`src/rtl/control_unit_pepo_if.sv`:
```
// control_unit_pepo_if: status inputs from the datapath and the control word driven back to it
interface control_unit_pepo_if;
    logic [31:0] IR_OUT;
    logic        LSM_DETECT;
    logic        LSM_END;
    logic        MOC;
    logic        COND;
    logic [33:0] cu_datapath;
    logic [4:0]  STATE;

    modport master (
        input  IR_OUT, LSM_DETECT, LSM_END, MOC, COND,
        output cu_datapath, STATE
    );

    modport slave (
        output IR_OUT, LSM_DETECT, LSM_END, MOC, COND,
        input  cu_datapath, STATE
    );
endinterface

```
`src/rtl/control_unit_pepo.sv`:
```
// control_unit_pepo: hardwired Moore FSM producing the registered 34-bit datapath control word
module control_unit_pepo (
    input logic                 CLK,
    input logic                 RESET,
    control_unit_pepo_if.master bus
);
    localparam logic [4:0] OP_PASS_A  = 5'b10000;
    localparam logic [4:0] OP_PASS_B  = 5'b01101;
    localparam logic [4:0] OP_A_PLUS4 = 5'b10010;
    localparam logic [4:0] OP_ADD     = 5'b00100;
    localparam logic [2:0] SIZE_WORD  = 3'b010;

    typedef enum logic [4:0] {
        IDLE = 5'd0,  F0   = 5'd1,  F1   = 5'd2,  F2   = 5'd3,  F3   = 5'd4,
        DEC  = 5'd5,  DP   = 5'd6,  BL   = 5'd7,  BR   = 5'd8,  LS0  = 5'd9,
        LD1  = 5'd10, LD2  = 5'd11, ST1  = 5'd12, ST2  = 5'd13, LM0  = 5'd14,
        LM1  = 5'd15, LML  = 5'd16, LMR  = 5'd17, LMS  = 5'd18, LMS2 = 5'd19,
        LMA  = 5'd20, LMW  = 5'd21
    } state_t;

    state_t      state_q, state_d;
    logic [33:0] cw_q, cw_d;
    logic [31:0] ir;

    assign ir              = bus.IR_OUT;
    assign bus.cu_datapath = cw_q;
    assign bus.STATE       = state_q;

    // next-state selection; MOC only matters in wait states, COND only in DEC
    always_comb begin
        state_d = IDLE;
        case (state_q)
            IDLE:    state_d = F0;
            F0:      state_d = F1;
            F1:      state_d = F2;
            F2:      state_d = bus.MOC ? F3 : F2;
            F3:      state_d = DEC;
            DEC:     state_d = !bus.COND             ? F0 :
                               ir[27:26] == 2'b00    ? DP :
                               ir[27:26] == 2'b01    ? LS0 :
                               ir[27:25] == 3'b100   ? (bus.LSM_DETECT ? LM0 : F0) :
                               ir[27:25] == 3'b101   ? (ir[24] ? BL : BR) : F0;
            DP:      state_d = F0;
            BL:      state_d = BR;
            BR:      state_d = F0;
            LS0:     state_d = ir[20] ? LD1 : ST1;
            LD1:     state_d = bus.MOC ? LD2 : LD1;
            LD2:     state_d = F0;
            ST1:     state_d = ST2;
            ST2:     state_d = bus.MOC ? F0 : ST2;
            LM0:     state_d = LM1;
            LM1:     state_d = bus.LSM_END ? (ir[21] ? LMW : F0) : (ir[20] ? LML : LMS);
            LML:     state_d = bus.MOC ? LMR : LML;
            LMR:     state_d = LMA;
            LMS:     state_d = LMS2;
            LMS2:    state_d = bus.MOC ? LMA : LMS2;
            LMA:     state_d = LM1;
            LMW:     state_d = F0;
            default: state_d = IDLE;
        endcase
    end

    // control word of the state being entered, so it is registered alongside the state
    always_comb begin
        cw_d = '0;
        case (state_d)
            F0: begin
                cw_d[30] = 1'b1; cw_d[26:25] = 2'b01; cw_d[15:11] = OP_PASS_A;
            end
            F1: begin
                cw_d[32] = 1'b1; cw_d[26:25] = 2'b01; cw_d[21:19] = 3'b001; cw_d[15:11] = OP_A_PLUS4;
                cw_d[28:27] = 2'b11; cw_d[9:7] = SIZE_WORD;
            end
            F2: begin
                cw_d[28:27] = 2'b11; cw_d[9:7] = SIZE_WORD;
            end
            F3: begin
                cw_d[31] = 1'b1; cw_d[28:27] = 2'b11; cw_d[9:7] = SIZE_WORD;
            end
            DP: begin
                cw_d[33] = 1'b1; cw_d[32] = ir[24:23] != 2'b10;
                cw_d[21:19] = 3'b011; cw_d[18:17] = 2'b01;
            end
            BL: begin
                cw_d[32] = 1'b1; cw_d[26:25] = 2'b01; cw_d[21:19] = 3'b010; cw_d[15:11] = OP_PASS_A;
            end
            BR: begin
                cw_d[32] = 1'b1; cw_d[26:25] = 2'b01; cw_d[21:19] = 3'b001; cw_d[15:11] = OP_ADD;
            end
            LS0: begin
                cw_d[30] = 1'b1; cw_d[18:17] = 2'b10; cw_d[10] = 1'b1;
            end
            LD1: begin
                cw_d[29] = 1'b1; cw_d[28:27] = 2'b11; cw_d[16] = 1'b1; cw_d[10] = 1'b1;
                cw_d[2:1] = 2'b01; cw_d[0] = 1'b1;
            end
            LD2: begin
                cw_d[32] = 1'b1; cw_d[21:19] = 3'b011; cw_d[15:11] = OP_PASS_B;
            end
            ST1: begin
                cw_d[29] = 1'b1; cw_d[26:25] = 2'b11; cw_d[15:11] = OP_PASS_A;
            end
            ST2: begin
                cw_d[27] = 1'b1; cw_d[10] = 1'b1; cw_d[2:1] = 2'b01; cw_d[0] = 1'b1;
            end
            LM0: begin
                cw_d[30] = 1'b1; cw_d[18:17] = 2'b11; cw_d[6] = 1'b1; cw_d[5:3] = 3'b001;
            end
            LML: begin
                cw_d[29] = 1'b1; cw_d[28:27] = 2'b11; cw_d[16] = 1'b1; cw_d[2:1] = 2'b10;
            end
            LMR: begin
                cw_d[32] = 1'b1; cw_d[21:19] = 3'b100; cw_d[15:11] = OP_PASS_B;
            end
            LMS: begin
                cw_d[29] = 1'b1; cw_d[26:25] = 2'b10; cw_d[15:11] = OP_PASS_A;
            end
            LMS2: begin
                cw_d[27] = 1'b1; cw_d[2:1] = 2'b10;
            end
            LMA: begin
                cw_d[30] = 1'b1; cw_d[18:17] = 2'b11; cw_d[6] = 1'b1; cw_d[5:3] = 3'b010;
            end
            LMW:     cw_d[32] = 1'b1;
            default: cw_d = '0;
        endcase
    end

    // state and control word registers, cleared asynchronously
    always_ff @(posedge CLK or negedge RESET) begin
        if (!RESET) begin
            state_q <= IDLE;
            cw_q    <= '0;
        end else begin
            state_q <= state_d;
            cw_q    <= cw_d;
        end
    end
endmodule
```
`src/flat_wrapper.sv`:
```
// flat-port wrapper written by rule: the top's interface ports become plain ports
module control_unit_pepo_flat 
  (CLK, RESET, bus_IR_OUT, bus_LSM_DETECT, bus_LSM_END, bus_MOC, bus_COND, bus_cu_datapath, bus_STATE);
  control_unit_pepo_if bus_i ();
  input logic CLK;
  input logic RESET;
  input wire logic [$bits(bus_i.IR_OUT)-1:0] bus_IR_OUT;
  input wire logic [$bits(bus_i.LSM_DETECT)-1:0] bus_LSM_DETECT;
  input wire logic [$bits(bus_i.LSM_END)-1:0] bus_LSM_END;
  input wire logic [$bits(bus_i.MOC)-1:0] bus_MOC;
  input wire logic [$bits(bus_i.COND)-1:0] bus_COND;
  output wire logic [$bits(bus_i.cu_datapath)-1:0] bus_cu_datapath;
  output wire logic [$bits(bus_i.STATE)-1:0] bus_STATE;
  assign bus_i.IR_OUT = bus_IR_OUT;
  assign bus_i.LSM_DETECT = bus_LSM_DETECT;
  assign bus_i.LSM_END = bus_LSM_END;
  assign bus_i.MOC = bus_MOC;
  assign bus_i.COND = bus_COND;
  assign bus_cu_datapath = bus_i.cu_datapath;
  assign bus_STATE = bus_i.STATE;
  control_unit_pepo u_core (.CLK(CLK), .RESET(RESET), .bus(bus_i));
endmodule
```
`config.mk`:
```
export PLATFORM = sky130hd
export DESIGN_NAME = control_unit_pepo_flat
export DESIGN_NICKNAME = d
export VERILOG_FILES = /design/src/rtl/control_unit_pepo_if.sv /design/src/rtl/control_unit_pepo.sv /design/src/flat_wrapper.sv
export SDC_FILE = /design/constraint.sdc
export NUM_CORES = 1
export LEC_CHECK = 0
export BUFFER_PORTS_ARGS = -buffer_cell sky130_fd_sc_hd__clkbuf_2
export CAP_MARGIN = 10
export CORE_ASPECT_RATIO = 1.75
export CORE_MARGIN = 1.5
export CORE_UTILIZATION = 50
export DETAILED_ROUTE_END_ITERATION = 8
export PLACE_DENSITY = 0.87
export SYNTH_ARGS = -nofsm -noshare
export SYNTH_HDL_FRONTEND = slang
export SYNTH_SLANG_ARGS = --single-unit
```
`constraint.sdc`:
```
create_clock -name CLK -period 6.6 [get_ports CLK]
set_input_delay 0.99 -clock CLK [delete_from_list [all_inputs] [get_ports CLK]]
set_output_delay 0.99 -clock CLK [all_outputs]
set_load 0.005 [all_outputs]
```
# --- After elaboration in Yosys (flattened, before gate mapping) ---
# Cells that the tools add are included.
# W data, S select, Z words.
totals:
  register_bits: 36
  in_bits: 38
  elab_cells: 100
classes:
  n_eq_ne: 44
  n_mux: 34
  n_reduce_logical: 20
op_table:
  columns: ["cell", "count"]
  rows:
  - ["$pmux W5 S17", 1]
  - ["$eq A5 B4 Y1 const B", 15]
  - ["$eq A5 B5 Y1 const B", 12]
  - ["$eq A5 B3 Y1 const B", 7]
  - ["$mux W5", 7]
  - ["$eq A5 B2 Y1 const B", 4]
  - ["$pmux W5 S4", 1]
  - ["$reduce_or A2 Y1", 8]
  - ["$reduce_or A4 Y1", 4]
  - ["$mux W4", 3]
  - ["$pmux W2 S3", 2]
  - ["$pmux W3 S4", 1]
  - ["$mux W1", 11]
  - ["$eq A5 B1 Y1 const B", 2]
  - ["$reduce_or A5 Y1", 2]
  - ["$mux W3", 3]
  - ["$pmux W4 S2", 1]
  - ["$reduce_or A7 Y1", 1]
  - ["$eq A3 B3 Y1 const B", 2]
  - ["$reduce_or A3 Y1", 2]
  - ["$reduce_or A6 Y1", 1]
  - ["$logic_not A5 Y1", 1]
  - ["$mux W2", 2]
  - ["$pmux W2 S2", 1]
  - ["4 further kinds", 4]

# --- Longest topological paths before layout ---
# Gate-level depths: netlist of the first run.
depth:
  depth_word: 10
  mapped_depth: 10
  mapped_depth_nobuf: 8

# --- Worst setup path after synthesis of the first run ---
# OpenSTA, ideal clock, no wires.
synth_path:
  path_type: "in2reg"
  start: "input port bus_MOC"
  end: "register u_core.cw_q[32], in the netlist u_core.bus.cu_datapath[32]"
  setup_time_ps: 64
  arrival_time_ps: 2646
  path_slack_ps: 3890
  cell_stages: 9
  n_path_buf: 2
  cell_sequence: "clkbuf_1 nand2_1 a211oi_1 a211oi_1 and3_1 clkbuf_2 or4_1 o21ai_1 or3b_1"
synth_via:
  elab_chain_cells: 5
  word_cells_on_any_way: 15
  classes_between: "eq/ne: 7; mux: 7; reduce/logical: 1"
synth_lines:
  columns: ["element", "line", "rtl"]
  rows:
  - ["from (decl)", "flat_wrapper.sv:10", "input wire logic [$bits(bus_i.MOC)-1:0] bus_MOC;"]
  - ["$mux W3 (tied with other cells)", "control_unit_pepo.sv:36, control_unit_pepo.sv:56", null]
  - ["$pmux W5 S17 (*)", "control_unit_pepo.sv:32", "case (state_q)"]
  - ["$eq A5 B5 Y1 (tied with other cells)", "control_unit_pepo.sv:66", "case (state_d)"]
  - ["$reduce_or A6 Y1 (no source line)", null, null]
  - ["$pmux W1 S2 (*)", "control_unit_pepo.sv:66", null]
  - ["via u_core.cw_d[32]", "control_unit_pepo.sv:22", "logic [33:0] cw_q, cw_d;"]
  - ["to (signal assigned)", "control_unit_pepo.sv:136", "cw_q <= cw_d;"]
  - ["to (decl)", "control_unit_pepo.sv:22", null]
# The timed path passes the listed nets; every way through them passes the cells marked *.

# --- Worst setup path in the final report of the first run ---
layout_path:
  start: "register u_core.state_q[4], in the netlist u_core.bus.STATE[4]"
  end: "register u_core.cw_q[32], in the netlist u_core.bus.cu_datapath[32]"
layout_via:
  elab_chain_cells: 6
  word_cells_on_any_way: 34
  classes_between: "eq/ne: 28; mux: 2; reduce/logical: 4"
layout_lines:
  columns: ["element", "line", "rtl"]
  rows:
  - ["from (decl)", "control_unit_pepo.sv:21", "state_t state_q, state_d;"]
  - ["from (signal assigned)", "control_unit_pepo.sv:135", "state_q <= state_d;"]
  - ["$eq A5 B3 Y1 (tied with other cells)", "control_unit_pepo.sv:32", null]
  - ["$reduce_or A5 Y1 (no source line) or $reduce_or A2 Y1 (tied branches)", null, null]
  - ["$pmux W5 S17 (*)", "control_unit_pepo.sv:32", null]
  - ["$eq A5 B5 Y1 (tied with other cells)", "control_unit_pepo.sv:66", null]
  - ["$reduce_or A6 Y1 (no source line)", null, null]
  - ["$pmux W1 S2 (*)", "control_unit_pepo.sv:66", null]
  - ["via u_core.cw_d[32]", "control_unit_pepo.sv:22", null]
# Marked as above.

==> results by group, run 1 <==
Clocking
  • Worst skew pair latency: 0.28 ns
  • Post-CTS resize count: 0
  • CTS Buf Count: 5
  • Clock transition at path regs: 0.06 ns
  • TritonCTS clock tree: built
  • CTS Hold Bufs: 0
  • Clock sinks: 31
  • H-tree Lvls: 2
  • Root buffer selected by CTS: clkbuf_8
  • Post-CTS Setup Bufs: 0
  • Max clock buf depth: 2

Synth
  • Netlist cell types: 48
  • Syn Inst Count: 182
  • Top-count cell post-synth: dfrtp_1
  • Post-synth EDFFs: 0
  • Ys async rst share: 100%
  • Top cells by count, synth: dfrtp_1, nand2_1, nor2_1
  • Synth Flop Type: dfrtp_1
  • Synth area leader: dfrtp_1
  • Top-area cell type share of the netlist area: 46.2%
  • Area of the mapped netlist: 1680 um^2
  • Seq cells post-synth: 31
  • Warnings from Yosys: 0
  • Synth area leaders: dfrtp_1, buf_4, nand2_1
  • Synth Area per Inst: 9.23 um^2
  • Post-synthesis sequential area ratio: 46.2%

Routing
  • Drt pass-1 iters: 5
  • DRC violations left: 0
  • Detailed-route wire length: 4.09 mm
  • Iter 0 DRT Violations: 54
  • Antenna-violating nets left: 0
  • Vias: 1483
  • Routed length per instance: 15.4 um
  • Via/cell ratio: 5.60

Global routing
  • Vias in the first global route: 1422
  • GRT overflow: 0
  • Global-route wire length before repair: 6.74 mm
  • Largest net degree at the start of global routing: 32
  • Total GRT Usage: 25.5%
  • Initial antenna violation count: 0

STA
  • Peak Freq: 0.329 GHz
  • Setup-failing EPs final: 0
  • Skew final: 0.00472 ns
  • Worst slew margin: 46.0%
  • Fin crit share: 46.1%
  • Hold WS: 0.762 ns
  • Slew Limit Fails: 0
  • Worst Tran Pin Value: 0.806 ns
  • RSZ-0062 raised after global routing: false
  • Post-route setup TNS: 0 ns
  • Final Hold Fails: 0
  • Final min period: 3.04 ns

Floorplan
  • Cell row count: 27
  • Die area: 3730 um^2
  • Die Width: 46.8 um
  • Die Span Y: 79.7 um
  • IO Count: 77
  • Initial Utilization: 52.9%
  • Total core area: 3180 um^2

Worst setup path
  • Required time of the critical path: 6.74 ns
  • WS Path Type: reg2reg
  • Critical Path, Cell by Cell: nor2b_1, a21o_1, a221o_1, nor3b_2, or4_1, o21ai_1, or3b_1
  • Max incr delay on CP: 0.70 ns
  • Critical path launch point type: register
  • CP endpoint kind: register
  • Slowest cell on crit path: dfrtp_1
  • Worst Path Buf+Inv: 0
  • Crit-path leading delay family: simple AND/OR/NAND/NOR gates
  • CP max FO: 18
  • WP data arrival: 3.19 ns

Finish
  • Fillers: 315
  • Antenna diodes: 0
  • Fin cells: 265
  • Area Growth Syn to Fin: 16.7%
  • Fraction of layout cells with a size suffix above 1: 25.7%
  • Area occupied by multi-input gates: 763 um^2
  • Nets: 259
  • FF+latch area: 776 um^2

Pwr
  • Cell Pwr Density: 450 nW/um^2
  • Clock Power Share: 18.2%
  • Overall power: 0.881 mW
  • P_sw: 0.370 mW
  • Internal: 0.511 mW
  • Sequential share of power: 35.0%
  • Peak VDD IR: 248 uV
  • Switching Share: 42.0%
  • Static Leakage: 1.01 nW
  • Comb pwr share: 46.7%

Job
  • # Max-Cap Violations: 0

Outcome
  • Outcome: completed

Place
  • Gpl congestion: 0.964
  • PortBufs: 45
  • HPWL Detailed: 2.98 mm
  • Dpl cells: 257

Min path
  • Hold Crit Class: in2async
cell type report:
cell class	count	area share [%]
clock buffers	8	5.11
inverters	11	2.11
multi-input cells	127	39.0
flip-flops and latches	31	39.6
well taps	43	2.75
repair buffers	45	11.5
layer usage:
metal | up-vias | track usage (%) | routed length, um
met5 | - | 0 | 0
met4 | 0 | 14.4 | 123
met3 | 10 | 2.71 | 132
met2 | 46 | 44.0 | 2390
met1 | 724 | 28.5 | 1440
li1 | 703 | - | -
power by group through the flow:
| stage | registers, mW | clock network, mW | logic [mW] |
|---|---|---|---|
| after detailed placement | 0.311 | 0 | 0.404 |
| after global placement | 0.309 | 0 | 0.398 |
| after CTS | 0.308 | 0.164 | 0.411 |
| final | 0.309 | 0.161 | 0.412 |
| after global routing | 0.316 | 0.172 | 0.456 |
| after floorplan | 0.280 | 0 | 0.321 |
state kept, by name, summed over array words and instances, names as in the netlist:
name,cells
u_core.bus.STATE,5
u_core.bus.cu_datapath,26
through the flow:
step / worst slack [ns] / cell area (um^2) / util [%]
6_report: 3.56 / 1960 / 61.7
5_1_grt: 3.35 / 1960 / 61.7
4_1_cts: 3.58 / 1960 / 61.7
3_5_place_dp: 3.49 / 1860 / 58.6
3_3_place_gp: 3.49 / 1860 / 58.6
2_1_floorplan: 3.89 / 1700 / -
cell usage in the layout, fill, tap and decap left out, types with 2 or more instances in the layout:
| cell type | instances |
|---|---|
| clkbuf_2 | 45 |
| dfrtp_1 | 31 |
| nand2_1 | 16 |
| nor2_1 | 14 |
| inv_1 | 9 |
| a21oi_1 | 8 |
| nand2b_1 | 7 |
| nand3_1 | 7 |
| clkbuf_8 | 7 |
| nor2b_1 | 6 |
| o21ai_0 | 6 |
| nor4_1 | 6 |
| conb_1 | 6 |
| and3_1 | 4 |
| nor3_1 | 4 |
| a211o_1 | 4 |
| a21boi_0 | 3 |
| a21o_1 | 3 |
| o31ai_1 | 2 |
| and2_1 | 2 |
| nand3b_1 | 2 |
| a31oi_1 | 2 |
| nor3b_2 | 2 |
| nor3b_1 | 2 |
| a211oi_1 | 2 |
| or4_1 | 2 |
path summary, 6_finish.rpt:
kind / from / to / slack [ns] / cells after the start
max in group asynchronous: RESET / u_core.bus.cu_datapath[32] / 5.36 / 1
worst max register to register: u_core.bus.STATE[4] / u_core.bus.cu_datapath[32] / 3.56 / 7
worst min-delay path: RESET / u_core.bus.cu_datapath[21] / 0.76 / 1
worst min register to register: u_core.bus.STATE[4] / u_core.bus.cu_datapath[26] / 0.92 / 1
worst max-delay path: u_core.bus.STATE[4] / u_core.bus.cu_datapath[32] / 3.56 / 7
min in group CLK: u_core.bus.STATE[4] / u_core.bus.cu_datapath[26] / 0.92 / 1
logic make-up (layout without fill, tap and decap cells):
logic type,count (synthesis),in the layout,share of synthesized area [%]
buffers and inverters,29,64,9.46
XOR/XNOR,1,1,0.522
flip-flops,31,31,46.2
AND/OR/NAND/NOR,81,81,27.6
other,1,6,0.223
AO/OA/AOI/OAI,39,39,15.9
(Power assumes the default switching activity.)
==> inputs of run 2 (changes only) <==
Settings changed: CORE_UTILIZATION 50 to 46, PLACE_DENSITY 0.87 to 0.81.
Clock period 6.6 ns to 2.9 ns, I/O delays scaled along.
==> run 2 against run 1 <==
Clock skew increased by 0.00051 ns; global-route usage down 3.4 points; die area is 8.2% higher; register-to-register slack worse by 3.3 ns; sequential power increased by 120%; fmax grew 15%; via count up 1.8%.
==> results by group, run 2 (synthesized netlist as in run 1, its figures left out) <==
Outcome
  • Outcome: completed

Worst setup path
  • Critical Path, Cell by Cell: nor2_1, a21o_1, a221o_1, nor3b_2, buf_4, inv_1, a31oi_1, o2111ai_1
  • Worst reg-to-reg path cell count: 8
  • WS Path Type: reg2reg
  • Slowest cell on crit path: dfrtp_1
  • Critical path launch point type: register
  • CP endpoint kind: register
  • WP data arrival: 2.77 ns
  • CP max FO: 20
  • FF-to-FF Start: u_core.bus.STATE[2]
  • Max incr delay on CP: 0.71 ns
  • R2r setup slk: 0.25 ns
  • FF-to-FF End: u_core.bus.cu_datapath[27]
  • Critical Path Source: u_core.bus.STATE[2]
  • Required time of the critical path: 3.03 ns

Global routing
  • Met3 GRT Util: 3.24%
  • GRT overflow: 0
  • Vias in the first global route: 1445
  • GR Layer Usage met1: 22.8%
  • Total GRT Usage: 22.2%
  • Initial antenna violation count: 0
  • Global-route wire length before repair: 6.73 mm
  • Gr busiest metal: met2
  • Met2 usage: 38.6%
  • Largest net degree at the start of global routing: 32

STA
  • RSZ-0062 raised after global routing: false
  • Slew Limit Fails: 0
  • Worst slew margin: 50.8%
  • Post-route setup TNS: 0 ns
  • Hold WS: 0.205 ns
  • Peak Freq: 0.378 GHz
  • Final Hold Fails: 0
  • Fin crit share: 91.2%
  • Final min period: 2.65 ns
  • Skew final: 0.00523 ns
  • Setup-failing EPs final: 0
  • Worst Tran Pin Value: 0.738 ns

Clocking
  • Post-CTS Setup Bufs: 0
  • Worst skew pair latency: 0.28 ns
  • Clock transition at path regs: 0.06 ns
  • H-tree Lvls: 2
  • CTS Hold Bufs: 0
  • Post-CTS resize count: 0
  • CTS Buf Count: 5
  • Root buffer selected by CTS: clkbuf_8
  • Clock sinks: 31
  • Max clock buf depth: 2
  • TritonCTS clock tree: built

Floorplan
  • IO Count: 77
  • Die area: 4040 um^2
  • Total core area: 3430 um^2
  • Initial Utilization: 48.9%
  • Cell row count: 28
  • Die Span Y: 82.9 um
  • Die Width: 48.7 um

Finish
  • Area Growth Syn to Fin: 20.1%
  • Nets: 264
  • Fraction of layout cells with a size suffix above 1: 27.8%
  • Largest register FFs: 26
  • Layout Utilization: 58.7%
  • Commonest cells after routing, fill and taps aside: clkbuf_2, dfrtp_1, nand2_1
  • Antenna diodes: 0
  • Most common cell after layout, fill and taps aside: clkbuf_2

Routing
  • DRC violations left: 0
  • Drt pass-1 iters: 4
  • Routed length per instance: 15.0 um
  • Vias: 1510
  • Iter 0 DRT Violations: 36
  • Detailed-route wire length: 4.08 mm
  • Antenna-violating nets left: 0
  • Via/cell ratio: 5.55

Min path
  • Hold Crit Class: in2async

Place
  • PortBufs: 45
  • HPWL Detailed: 3.09 mm
  • Gpl congestion: 0.944

Pwr
  • Static Leakage: 1.05 nW
  • Peak VDD IR: 644 uV
  • Cell Pwr Density: 1050 nW/um^2

Job
  • # Max-Cap Violations: 0
-- run 2: per-stage QoR --
step / cell area (um^2) / setup slack, ns / total power, mW / std cells
2_1_floorplan: 1700 / 0.676 / 1.37 / 187
3_3_place_gp: 1900 / 0.333 / 1.67 / 264
3_5_place_dp: 1900 / 0.287 / 1.69 / 264
4_1_cts: 2020 / 0.267 / 2.13 / 272
5_1_grt: 2020 / 0.0658 / 2.28 / 272
6_report: 2020 / 0.254 / 2.12 / 272
-- run 2: worst max-delay path by stage --
stage,endpoint,slack [ns],cells after the start
after floorplan,u_core.bus.cu_datapath[32],0.68,10
after global placement,u_core.bus.cu_datapath[32],0.33,7
after detailed placement,u_core.bus.cu_datapath[32],0.29,8
after CTS,u_core.bus.cu_datapath[32],0.27,8
after global routing,u_core.bus.cu_datapath[32],0.07,8
final,u_core.bus.cu_datapath[27],0.25,8
-- run 2: final cells by class --
| type | count | area, um^2 |
|---|---|---|
| Multi-Input combinational cell | 127 | 763 |
| Clock inverter | 2 | 35.0 |
| Sequential cell | 31 | 776 |
| Inverter | 11 | 41.3 |
| Fill cell | 348 | 1420 |
| Tap cell | 45 | 56.3 |
| Clock buffer | 6 | 82.6 |
| Timing Repair Buffer | 50 | 263 |
-- run 2: where the power goes --
group,internal (mW),total (mW),switching (mW),leakage (nW)
clock,0.278,0.434,0.157,0.0612
sequential,0.568,0.693,0.125,0.410
combinational,0.420,0.994,0.574,0.577
total,1.27,2.12,0.855,1.05
-- run 2: critical path, delay by kind of cell, from the launching register on --
family                 cells  cell delay [ns]
AO/OA/AOI/OAI              4             1.08
flip-flops                 1             0.71
AND/OR/NAND/NOR            2             0.39
buffers and inverters      2             0.30
-- run 2: per-layer routing --
metal	routed length (um)	share of wire, %	up-vias
met2	2240	55	56
met4	244	6.0	0
li1	-	-	711
met1	1430	35	723
met5	0	0	-
met3	155	3.8	20
